<file path="config.mk">
export PLATFORM = sky130hd
export DESIGN_NAME = multiplier_flat
export DESIGN_NICKNAME = d
export VERILOG_FILES = /design/src/rtl/arith_pkg.sv /design/src/rtl/multiplier_if.sv /design/src/rtl/multiplier.sv /design/src/flat_wrapper.sv
export SDC_FILE = /design/constraint.sdc
export NUM_CORES = 1
export LEC_CHECK = 0
export CORE_ASPECT_RATIO = 0.8
export CORE_UTILIZATION = 40
export CTS_CLUSTER_DIAMETER = 200
export DETAILED_ROUTE_END_ITERATION = 16
export HOLD_SLACK_MARGIN = 0.08
export PLACE_DENSITY = 0.69
export SYNTH_ARGS = -nofsm -noshare
export SYNTH_HDL_FRONTEND = slang
export SYNTH_SLANG_ARGS = --single-unit
export TNS_END_PERCENT = 30
</file>
<file path="constraint.sdc">
create_clock -name clk_in -period 5.8 [get_ports clk_in]
set_input_delay 1.16 -clock clk_in [delete_from_list [all_inputs] [get_ports clk_in]]
set_output_delay 1.16 -clock clk_in [all_outputs]
set_load 0.01 [all_outputs]
</file>
<file path="src/rtl/arith_pkg.sv">
// Shared arithmetic-unit definitions: handshake state encoding and default width.
package arith_pkg;

   typedef enum logic {IDLE, BUSY} arith_state_t;

   localparam int unsigned ARITH_WIDTH_DEFAULT = 32;

endpackage

</file>
<file path="src/rtl/multiplier_if.sv">
// Operand/result bus for the sequential multiplier-accumulator.
// Optional high-word output is present when HIGH_WORD_EN is defined.
interface multiplier_if
   import arith_pkg::*;
#(
   parameter int unsigned WIDTH = ARITH_WIDTH_DEFAULT
);
   logic [WIDTH-1:0] multiplicand_in;
   logic [WIDTH-1:0] multiplier_in;
   logic [WIDTH-1:0] addend_in;
   logic             data_valid_in;
   logic [WIDTH-1:0] product_out;
   logic             data_valid_out;
   logic             error_out;
   logic             busy_out;
`ifdef HIGH_WORD_EN
   logic [WIDTH-1:0] product_hi_out;
`endif

   modport master (
      output multiplicand_in, multiplier_in, addend_in, data_valid_in,
`ifdef HIGH_WORD_EN
      input  product_hi_out,
`endif
      input  product_out, data_valid_out, error_out, busy_out
   );

   modport slave (
      input  multiplicand_in, multiplier_in, addend_in, data_valid_in,
`ifdef HIGH_WORD_EN
      output product_hi_out,
`endif
      output product_out, data_valid_out, error_out, busy_out
   );
endinterface

</file>
<file path="src/rtl/multiplier.sv">
// Sequential shift-add multiplier-accumulator: product = A*B + C, unsigned, WIDTH cycles.
// Define HIGH_WORD_EN to expose the upper result word as product_hi_out.
module multiplier
   import arith_pkg::*;
#(
   parameter int unsigned WIDTH = ARITH_WIDTH_DEFAULT
) (
   input  logic        clk_in,
   input  logic        rst_in,
   multiplier_if.slave bus
);
   localparam int unsigned CW = $clog2(WIDTH);

   arith_state_t       state;
   logic [2*WIDTH-1:0] acc;
   logic [2*WIDTH-1:0] mcand;
   logic [2*WIDTH-1:0] acc_next;
   logic [WIDTH-1:0]   mplier;
   logic [CW-1:0]      count;

   always_comb begin
      acc_next = mplier[0] ? acc + mcand : acc;
   end

   always_ff @(posedge clk_in) begin
      if (rst_in) begin
         state              <= IDLE;
         acc                <= '0;
         mcand              <= '0;
         mplier             <= '0;
         count              <= '0;
         bus.product_out    <= '0;
         bus.data_valid_out <= 1'b0;
         bus.error_out      <= 1'b0;
         bus.busy_out       <= 1'b0;
`ifdef HIGH_WORD_EN
         bus.product_hi_out <= '0;
`endif
      end else begin
         case (state)
            IDLE: begin
               bus.data_valid_out <= 1'b0;
               if (bus.data_valid_in) begin
                  acc          <= {{WIDTH{1'b0}}, bus.addend_in};
                  mcand        <= {{WIDTH{1'b0}}, bus.multiplicand_in};
                  mplier       <= bus.multiplier_in;
                  count        <= CW'(WIDTH - 1);
                  bus.busy_out <= 1'b1;
                  bus.error_out <= 1'b0;
                  state        <= BUSY;
               end
            end
            BUSY: begin
               acc    <= acc_next;
               mcand  <= mcand << 1;
               mplier <= mplier >> 1;
               count  <= count - 1'b1;
               // The last step publishes acc_next directly so latency stays exactly WIDTH.
               if (count == '0) begin
                  bus.product_out    <= acc_next[WIDTH-1:0];
                  bus.error_out      <= |acc_next[2*WIDTH-1:WIDTH];
`ifdef HIGH_WORD_EN
                  bus.product_hi_out <= acc_next[2*WIDTH-1:WIDTH];
`endif
                  bus.data_valid_out <= 1'b1;
                  bus.busy_out       <= 1'b0;
                  state              <= IDLE;
               end
            end
            default: state <= IDLE;
         endcase
      end
   end
endmodule
</file>
<file path="src/flat_wrapper.sv">
// flat-port wrapper written by rule: the top's interface ports become plain ports
module multiplier_flat import arith_pkg::*;
#(
   parameter int unsigned WIDTH = ARITH_WIDTH_DEFAULT
)
  (clk_in, rst_in, bus_multiplicand_in, bus_multiplier_in, bus_addend_in, bus_data_valid_in, bus_product_out, bus_data_valid_out, bus_error_out, bus_busy_out);
  multiplier_if #(.WIDTH(WIDTH)) bus_i ();
  input  logic clk_in;
  input  logic rst_in;
  input wire logic [$bits(bus_i.multiplicand_in)-1:0] bus_multiplicand_in;
  input wire logic [$bits(bus_i.multiplier_in)-1:0] bus_multiplier_in;
  input wire logic [$bits(bus_i.addend_in)-1:0] bus_addend_in;
  input wire logic [$bits(bus_i.data_valid_in)-1:0] bus_data_valid_in;
  output wire logic [$bits(bus_i.product_out)-1:0] bus_product_out;
  output wire logic [$bits(bus_i.data_valid_out)-1:0] bus_data_valid_out;
  output wire logic [$bits(bus_i.error_out)-1:0] bus_error_out;
  output wire logic [$bits(bus_i.busy_out)-1:0] bus_busy_out;
  assign bus_i.multiplicand_in = bus_multiplicand_in;
  assign bus_i.multiplier_in = bus_multiplier_in;
  assign bus_i.addend_in = bus_addend_in;
  assign bus_i.data_valid_in = bus_data_valid_in;
  assign bus_product_out = bus_i.product_out;
  assign bus_data_valid_out = bus_i.data_valid_out;
  assign bus_error_out = bus_i.error_out;
  assign bus_busy_out = bus_i.busy_out;
  multiplier #(.WIDTH(WIDTH)) u_core (.clk_in(clk_in), .rst_in(rst_in), .bus(bus_i));
endmodule
</file>
==> impl_metrics.env, run 1 <==
export IMPL_fp_dieW_um=203
export IMPL_p_comb_share_pct=17.0
export IMPL_setup_ws_ps=1450
export IMPL_ys_warn_count=0
export IMPL_cts_tree="built"
export IMPL_numCtsBuffers=22
export IMPL_synth_compound_area_share_pct=25.1
export IMPL_overflow=0
export IMPL_syn_avg_cell_area_um2=7.86
export IMPL_routed_via_density=5.80
export IMPL_finalCriticalPeriod_ps=4350
export IMPL_antenna_found_initial=0
export IMPL_grt_use_total_pct=23.8
export IMPL_die_h_um=163
export IMPL_slowest_stage="or4b_1"
export IMPL_worst_hold_path_type="register to register"
export IMPL_crit_chain="ha_1 -> fa_1 -> a211oi_1 -> o21ai_1 -> a21boi_2 -> a311oi_1 -> nor4_1 -> o311ai_0 -> xnor2_1 -> a22oi_1 -> or4b_1 -> nor4_2 -> a31oi_1"
export IMPL_yosys_area_share_adder_pct=6.45
export IMPL_ys_ff_latch=201
export IMPL_hold_viol=0
export IMPL_wl_per_cell_um=18.6
export IMPL_synth_top_area_share_pct=31.1
export IMPL_drtIter0Drc=942
export IMPL_dp_cells=2099
export IMPL_start_util_pct=40.9
export IMPL_synthCells=1645
export IMPL_clkTransAtPathRegs_ps=70
export IMPL_core_area_um2=31600
export IMPL_synth_area_um2=12900
export IMPL_worstPathRequired_ps=6220
export IMPL_skew_ps=16.6
export IMPL_ys_types=86
export IMPL_first_pass_iters=5
export IMPL_pre_cts_ws_ps=1610
export IMPL_grt_pass1_vias=11600
export IMPL_area_growth_syn_to_layout_pct=16.7
export IMPL_final_cells=2139
export IMPL_finalMaxSlewViolations=0
export IMPL_worst_pin_slew_ps=1130
export IMPL_crit_path_start_kind="register"
export IMPL_totalWireLength_mm=39.7
export IMPL_ant_nets=0
export IMPL_postCtsHoldBufs=0
export IMPL_swShare_pct=28.4
export IMPL_slew_headroom_pct=23.4
export IMPL_yosysMostFrequentCell="nor2_1"
export IMPL_cts_root_buf="clkbuf_16"
export IMPL_synth_mux_area_share_pct=7.96
export IMPL_cts_buffer_depth=3
export IMPL_p_int_mw=2.49
export IMPL_outcome="completed"
export IMPL_rsz0062_at_grt="false"
export IMPL_drc=0
export IMPL_finalSetupViolCount=0
export IMPL_max_freq_mhz=230
export IMPL_p_switching_uw=991
export IMPL_drive_gt1_share_pct=5.30
export IMPL_htreeDepth=1
export IMPL_clock_latency_ps=540
export IMPL_synth_top_family_by_area="compound AO/OA/AOI/OAI gates"
export IMPL_crit_fanout=5
export IMPL_vias=12400
export IMPL_worstPathArrival_ps=4770
export IMPL_synth_xor_area_share_pct=3.25
export IMPL_finalSetupTns_ps=0
export IMPL_seq_area_frac_synth_pct=31.1
export IMPL_io_buffers=133
export IMPL_synth_common_cells="nor2_1, dfxtp_1, a21oi_1, nand2_1, mux2i_1"
export IMPL_io_pins=134
export IMPL_clock_sinks=201
export IMPL_max_cap_violations=0
export IMPL_critical_path_class="register to register"
export IMPL_place_gp_congestion=0.997
export IMPL_synth_edf_count=0
export IMPL_die_area_um2=33000
export IMPL_irDropWorstVdd_v=0.000176
export IMPL_grt_max_degree=100
export IMPL_syn_nets=1810
export IMPL_synth_top_cell_by_area="dfxtp_1"
export IMPL_rows=58
export IMPL_post_cts_setup_buffers=0
export IMPL_p_per_area_nw_per_um2=231
export IMPL_synthSimpleGateAreaFrac_pct=21.4
export IMPL_synth_ff_type="dfxtp_1"
export IMPL_synth_area_top_cells="dfxtp_1, a21oi_1, mux2i_1"
export IMPL_fin_hold_ws_ps=451
export IMPL_dpl_hpwl_mm=28.9
export IMPL_synthArstFlopShare_pct=0
export IMPL_finalCritPeriodShare_pct=75.0
export IMPL_p_clk_share_pct=39.9
export IMPL_cp_end_kind="register"
export IMPL_total_leakage_power_nw=6.03
export IMPL_cpPeakStageDelay_ps=560
export IMPL_total_power_mw=3.48
export IMPL_post_cts_resized=0
export IMPL_power_frac_seq_pct=43.1
export IMPL_grt_pass1_wl_mm=63.5
export IMPL_nets=1868
==> final timing paths <==
path | from | end | slack, ps | cells after the start
hold reg to reg | u_core.bus.product_out[22] | u_core.bus.product_out[22] | 450 | 2
setup reg to reg | u_core.mcand[0] | u_core.bus.error_out | 1450 | 13
setup / recovery | u_core.mcand[0] | u_core.bus.error_out | 1450 | 13
hold / removal | u_core.bus.product_out[22] | u_core.bus.product_out[22] | 450 | 2
==> per-stage QoR <==
stage | util, % | instance area [um2]
finish | 47.7 | 15100
global route | 47.7 | 15100
CTS | 47.7 | 15100
detailed placement | 45.4 | 14400
global placement | 45.4 | 14400
floorplan | - | 12900
==> power by group through the flow <==
stage	clock [mW]	combinational, mW	sequential [mW]
6_report	1.39	0.592	1.50
3_3_place_gp	0	0.579	1.53
4_1_cts	1.42	0.590	1.50
3_5_place_dp	0	0.585	1.53
5_1_grt	1.47	0.655	1.51
2_1_floorplan	0	0.417	1.51
==> flip-flops by register name (all words and copies together), names as in the netlist <==
name,flops
u_core.mplier,32
u_core.bus.data_valid_out,1
u_core.bus.busy_out,1
u_core.bus.error_out,1
u_core.bus.product_out,32
u_core.mcand,64
u_core.count,5
u_core.state,1
u_core.acc,64
==> critical path, delay by kind of cell (launching register included) <==
kind	cells	cell delay, ps
AOI/OAI and AO/OA	7	1690
xor gates and xnor gates	1	280
adders and majority gates	2	670
and+or+nand+nor	3	1230
DFF	1	340
==> area by class of cell <==
type | count | area, um2
inverter | 19 | 71.3
sequential | 201 | 4030
clock inverter | 8 | 51.3
tap | 420 | 526
timing repair buffer | 148 | 1440
fill | 3187 | 16600
clock buffer | 31 | 664
antenna | 1 | 2.50
multi-input combinational | 1311 | 8300
==> layer usage <==
metal	track usage [%]	part of all wire, %	vias to the layer above
met1	34.3	49	5857
met3	4.64	6.8	60
met5	0	0	-
met4	5.67	2.2	0
met2	36.0	42	380
li1	-	-	6110
==> cell families after synthesis <==
kind of cell / after synthesis
buffers and inverters: 133
multiplexers: 102
AO/OA/AOI/OAI: 510
flip-flops: 201
AND/OR/NAND/NOR: 585
XOR/XNOR: 48
adder cells (fa/ha/maj): 66
==> cell usage in the layout (no fill, tap or decap), types with 19 or more instances in the layout <==
| cell | netlist | routed |
|---|---|---|
| nand4_1 | 26 | 26 |
| inv_1 | 19 | 19 |
| and3_1 | 50 | 50 |
| a21oi_1 | 193 | 192 |
| dfxtp_1 | 201 | 199 |
| nor2b_1 | 39 | 39 |
| xnor2_1 | 30 | 30 |
| nor2_1 | 236 | 236 |
| clkbuf_16 | 0 | 22 |
| o21ai_0 | 84 | 84 |
| nor3_1 | 29 | 29 |
| clkdlybuf4s50_1 | 0 | 131 |
| a211oi_1 | 81 | 81 |
| nand2_1 | 131 | 131 |
| nand3_1 | 19 | 19 |
| ha_1 | 65 | 65 |
| mux2i_1 | 96 | 96 |
(Power assumes the default switching activity.)
==> run 2, diff against run 1 <==
==> constraint.sdc (replaced) <==
create_clock -name clk_in -period 4.5 [get_ports clk_in]
set_input_delay 0.9 -clock clk_in [delete_from_list [all_inputs] [get_ports clk_in]]
set_output_delay 0.9 -clock clk_in [all_outputs]
set_load 0.01 [all_outputs]
==> run 2 against run 1 <==
Effect of this change:
- flip-flop and latch count unchanged
- routed wire length up 1.6%
- count of clock-buffer cells in the layout is 3 lower
- utilization increased by 0.42 points
- sequential power increased by 29%
- worst hold slack gained 0.88 ps
- fmax rose by 2.1%
- first-iteration DRC count fell by 5.4%
- clock skew increased by 14 ps
- total power grew 35%
- non-clock buffer count grew 6
- largest cell class unchanged
==> impl_metrics.env, run 2 (synthesized netlist as in run 1, its figures left out) <==
export IMPL_clock_latency_ps=550
export IMPL_hold_viol=0
export IMPL_slew_headroom_pct=29.5
export IMPL_crit_path_start_kind="register"
export IMPL_r2r_slack_ps=240
export IMPL_grt_use_total_pct=23.9
export IMPL_area_growth_syn_to_layout_pct=17.7
export IMPL_wl_met3_mm=2.58
export IMPL_clock_sinks=201
export IMPL_mostFrequentLayoutCells="nor2_1, dfxtp_1, a21oi_1, nand2_1, clkdlybuf4s50_1"
export IMPL_cts_root_buf="clkbuf_16"
export IMPL_slowest_stage="a211oi_1"
export IMPL_outcome="completed"
export IMPL_finalCritPeriodShare_pct=94.6
export IMPL_reg_top3="u_core.acc x64, u_core.mcand x64"
export IMPL_cp_top_family="compound AO/OA/AOI/OAI gates"
export IMPL_cpPeakStageDelay_ps=590
export IMPL_top_layer_used="met4"
export IMPL_cts_buffer_depth=3
export IMPL_cts_tree="built"
export IMPL_worstPathArrival_ps=4690
export IMPL_rows=58
export IMPL_dpl_hpwl_mm=29.5
export IMPL_io_buffers=133
export IMPL_drtIter0Drc=891
export IMPL_total_leakage_power_nw=6.10
export IMPL_max_freq_mhz=235
export IMPL_finalSetupViolCount=0
export IMPL_drive_gt1_share_pct=5.68
export IMPL_drc=0
export IMPL_routed_via_density=5.80
export IMPL_ant_nets=0
export IMPL_core_area_um2=31600
export IMPL_crit_top_cell="buf_4"
export IMPL_worst_pin_slew_ps=1060
export IMPL_die_h_um=163
export IMPL_post_cts_resized=0
export IMPL_worst_hold_path_type="register to register"
export IMPL_max_cap_violations=0
export IMPL_die_area_um2=33000
export IMPL_multi_input_area_um2=8300
export IMPL_skew_ps=30.3
export IMPL_critical_path_class="register to register"
export IMPL_crit_fanout=6
export IMPL_p_per_area_nw_per_um2=308
export IMPL_finalMaxSlewViolations=0
export IMPL_totalWireLength_mm=40.3
export IMPL_htreeDepth=1
export IMPL_seqCellArea_um2=4030
export IMPL_cp_buffers_inverters=2
export IMPL_placed_area_um2=14400
export IMPL_nets=1875
export IMPL_irDropWorstVdd_v=0.000299
export IMPL_grt_pass1_wl_mm=63.5
export IMPL_final_common_cell="nor2_1"
export IMPL_cp_end_kind="register"
export IMPL_wl_met1_mm=20.0
export IMPL_wl_met2_mm=16.9
export IMPL_fillCellCount=3141
export IMPL_first_pass_iters=5
export IMPL_n_antenna_cell=0
export IMPL_antenna_found_initial=0
export IMPL_crit_chain="ha_1 -> a21oi_1 -> o21ai_0 -> a211oi_1 -> nor2_1 -> o41ai_1 -> buf_4 -> nand2b_1 -> a221oi_1 -> buf_4 -> nand4_1 -> or4b_1 -> nor4_2 -> a31oi_1"
export IMPL_finalSetupTns_ps=0
export IMPL_postCtsHoldBufs=0
export IMPL_post_cts_setup_buffers=0
export IMPL_rsz0062_at_grt="false"
export IMPL_finalCriticalPeriod_ps=4260
export IMPL_start_util_pct=40.9
export IMPL_clkTransAtPathRegs_ps=70
export IMPL_grt_max_degree=136
export IMPL_wl_per_cell_um=18.8
export IMPL_numCtsBuffers=23
export IMPL_io_pins=134
export IMPL_worstPathRequired_ps=4930
export IMPL_final_cell_area_um2=15200
export IMPL_vias=12400
export IMPL_fp_dieW_um=203
export IMPL_overflow=0
export IMPL_place_gp_congestion=1.04
export IMPL_grt_pass1_vias=11500
[run 2: cell types whose count changed in the layout (fill, tap and decap cells not counted)]
cell | before | now
buf_12 | 0 | 1
buf_4 | 16 | 21
bufinv_16 | 0 | 3
clkbuf_16 | 22 | 23
clkbuf_8 | 8 | 4
clkinv_2 | 7 | 6
clkinv_4 | 0 | 2
clkinv_8 | 1 | 0
diode_2 | 1 | 0
inv_16 | 0 | 1
[run 2: final timing paths]
kind,start,end,cells past startpoint
max,u_core.acc[12],u_core.bus.error_out,14
min,u_core.bus.product_out[9],u_core.bus.product_out[9],2
max reg2reg,u_core.acc[12],u_core.bus.error_out,14
min reg2reg,u_core.bus.product_out[9],u_core.bus.product_out[9],2
[run 2: final cells by class]
cell class                 instances  share of cell area (%)
tap                              420                    3.45
multi-input combinational       1311                    54.5
sequential                       201                    26.5
timing repair buffer             154                    9.86
clock buffer                      28                    4.17
clock inverter                    12                    1.04
inverter                          19                   0.469
[run 2: routing by layer]
metal  vias up  GRT usage (%)
li1       6142              -
met1      5868           35.2
met2       377           35.8
met3        54           4.42
met4         0           5.23
met5         -              0
[run 2: power by group]
part	total (mW)	internal, mW	switching [mW]
Sequential	1.93	1.86	0.0679
Clock	1.99	1.18	0.808
Combinational	0.776	0.327	0.448
Total	4.69	3.37	1.32
[run 2: through the flow]
step	std cells	power (mW)	utilization, %	setup WS (ps)	hold slack (ps)
detailed placement	2105	2.73	45.6	442	441
global placement	2105	2.72	45.6	469	439
finish	2145	4.69	48.1	242	452
global route	2145	4.88	48.1	101	481
floorplan	1645	2.48	-	1020	443
CTS	2145	4.72	48.1	403	455
[run 2: worst register-to-register path: cells and delay by family, from the launching register on]
kind	cells	cell delay, ps
buffers and inverters	2	370
DFF	1	340
and+or+nand+nor	5	1130
adders and majority gates	1	390
AOI/OAI and AO/OA	6	1900
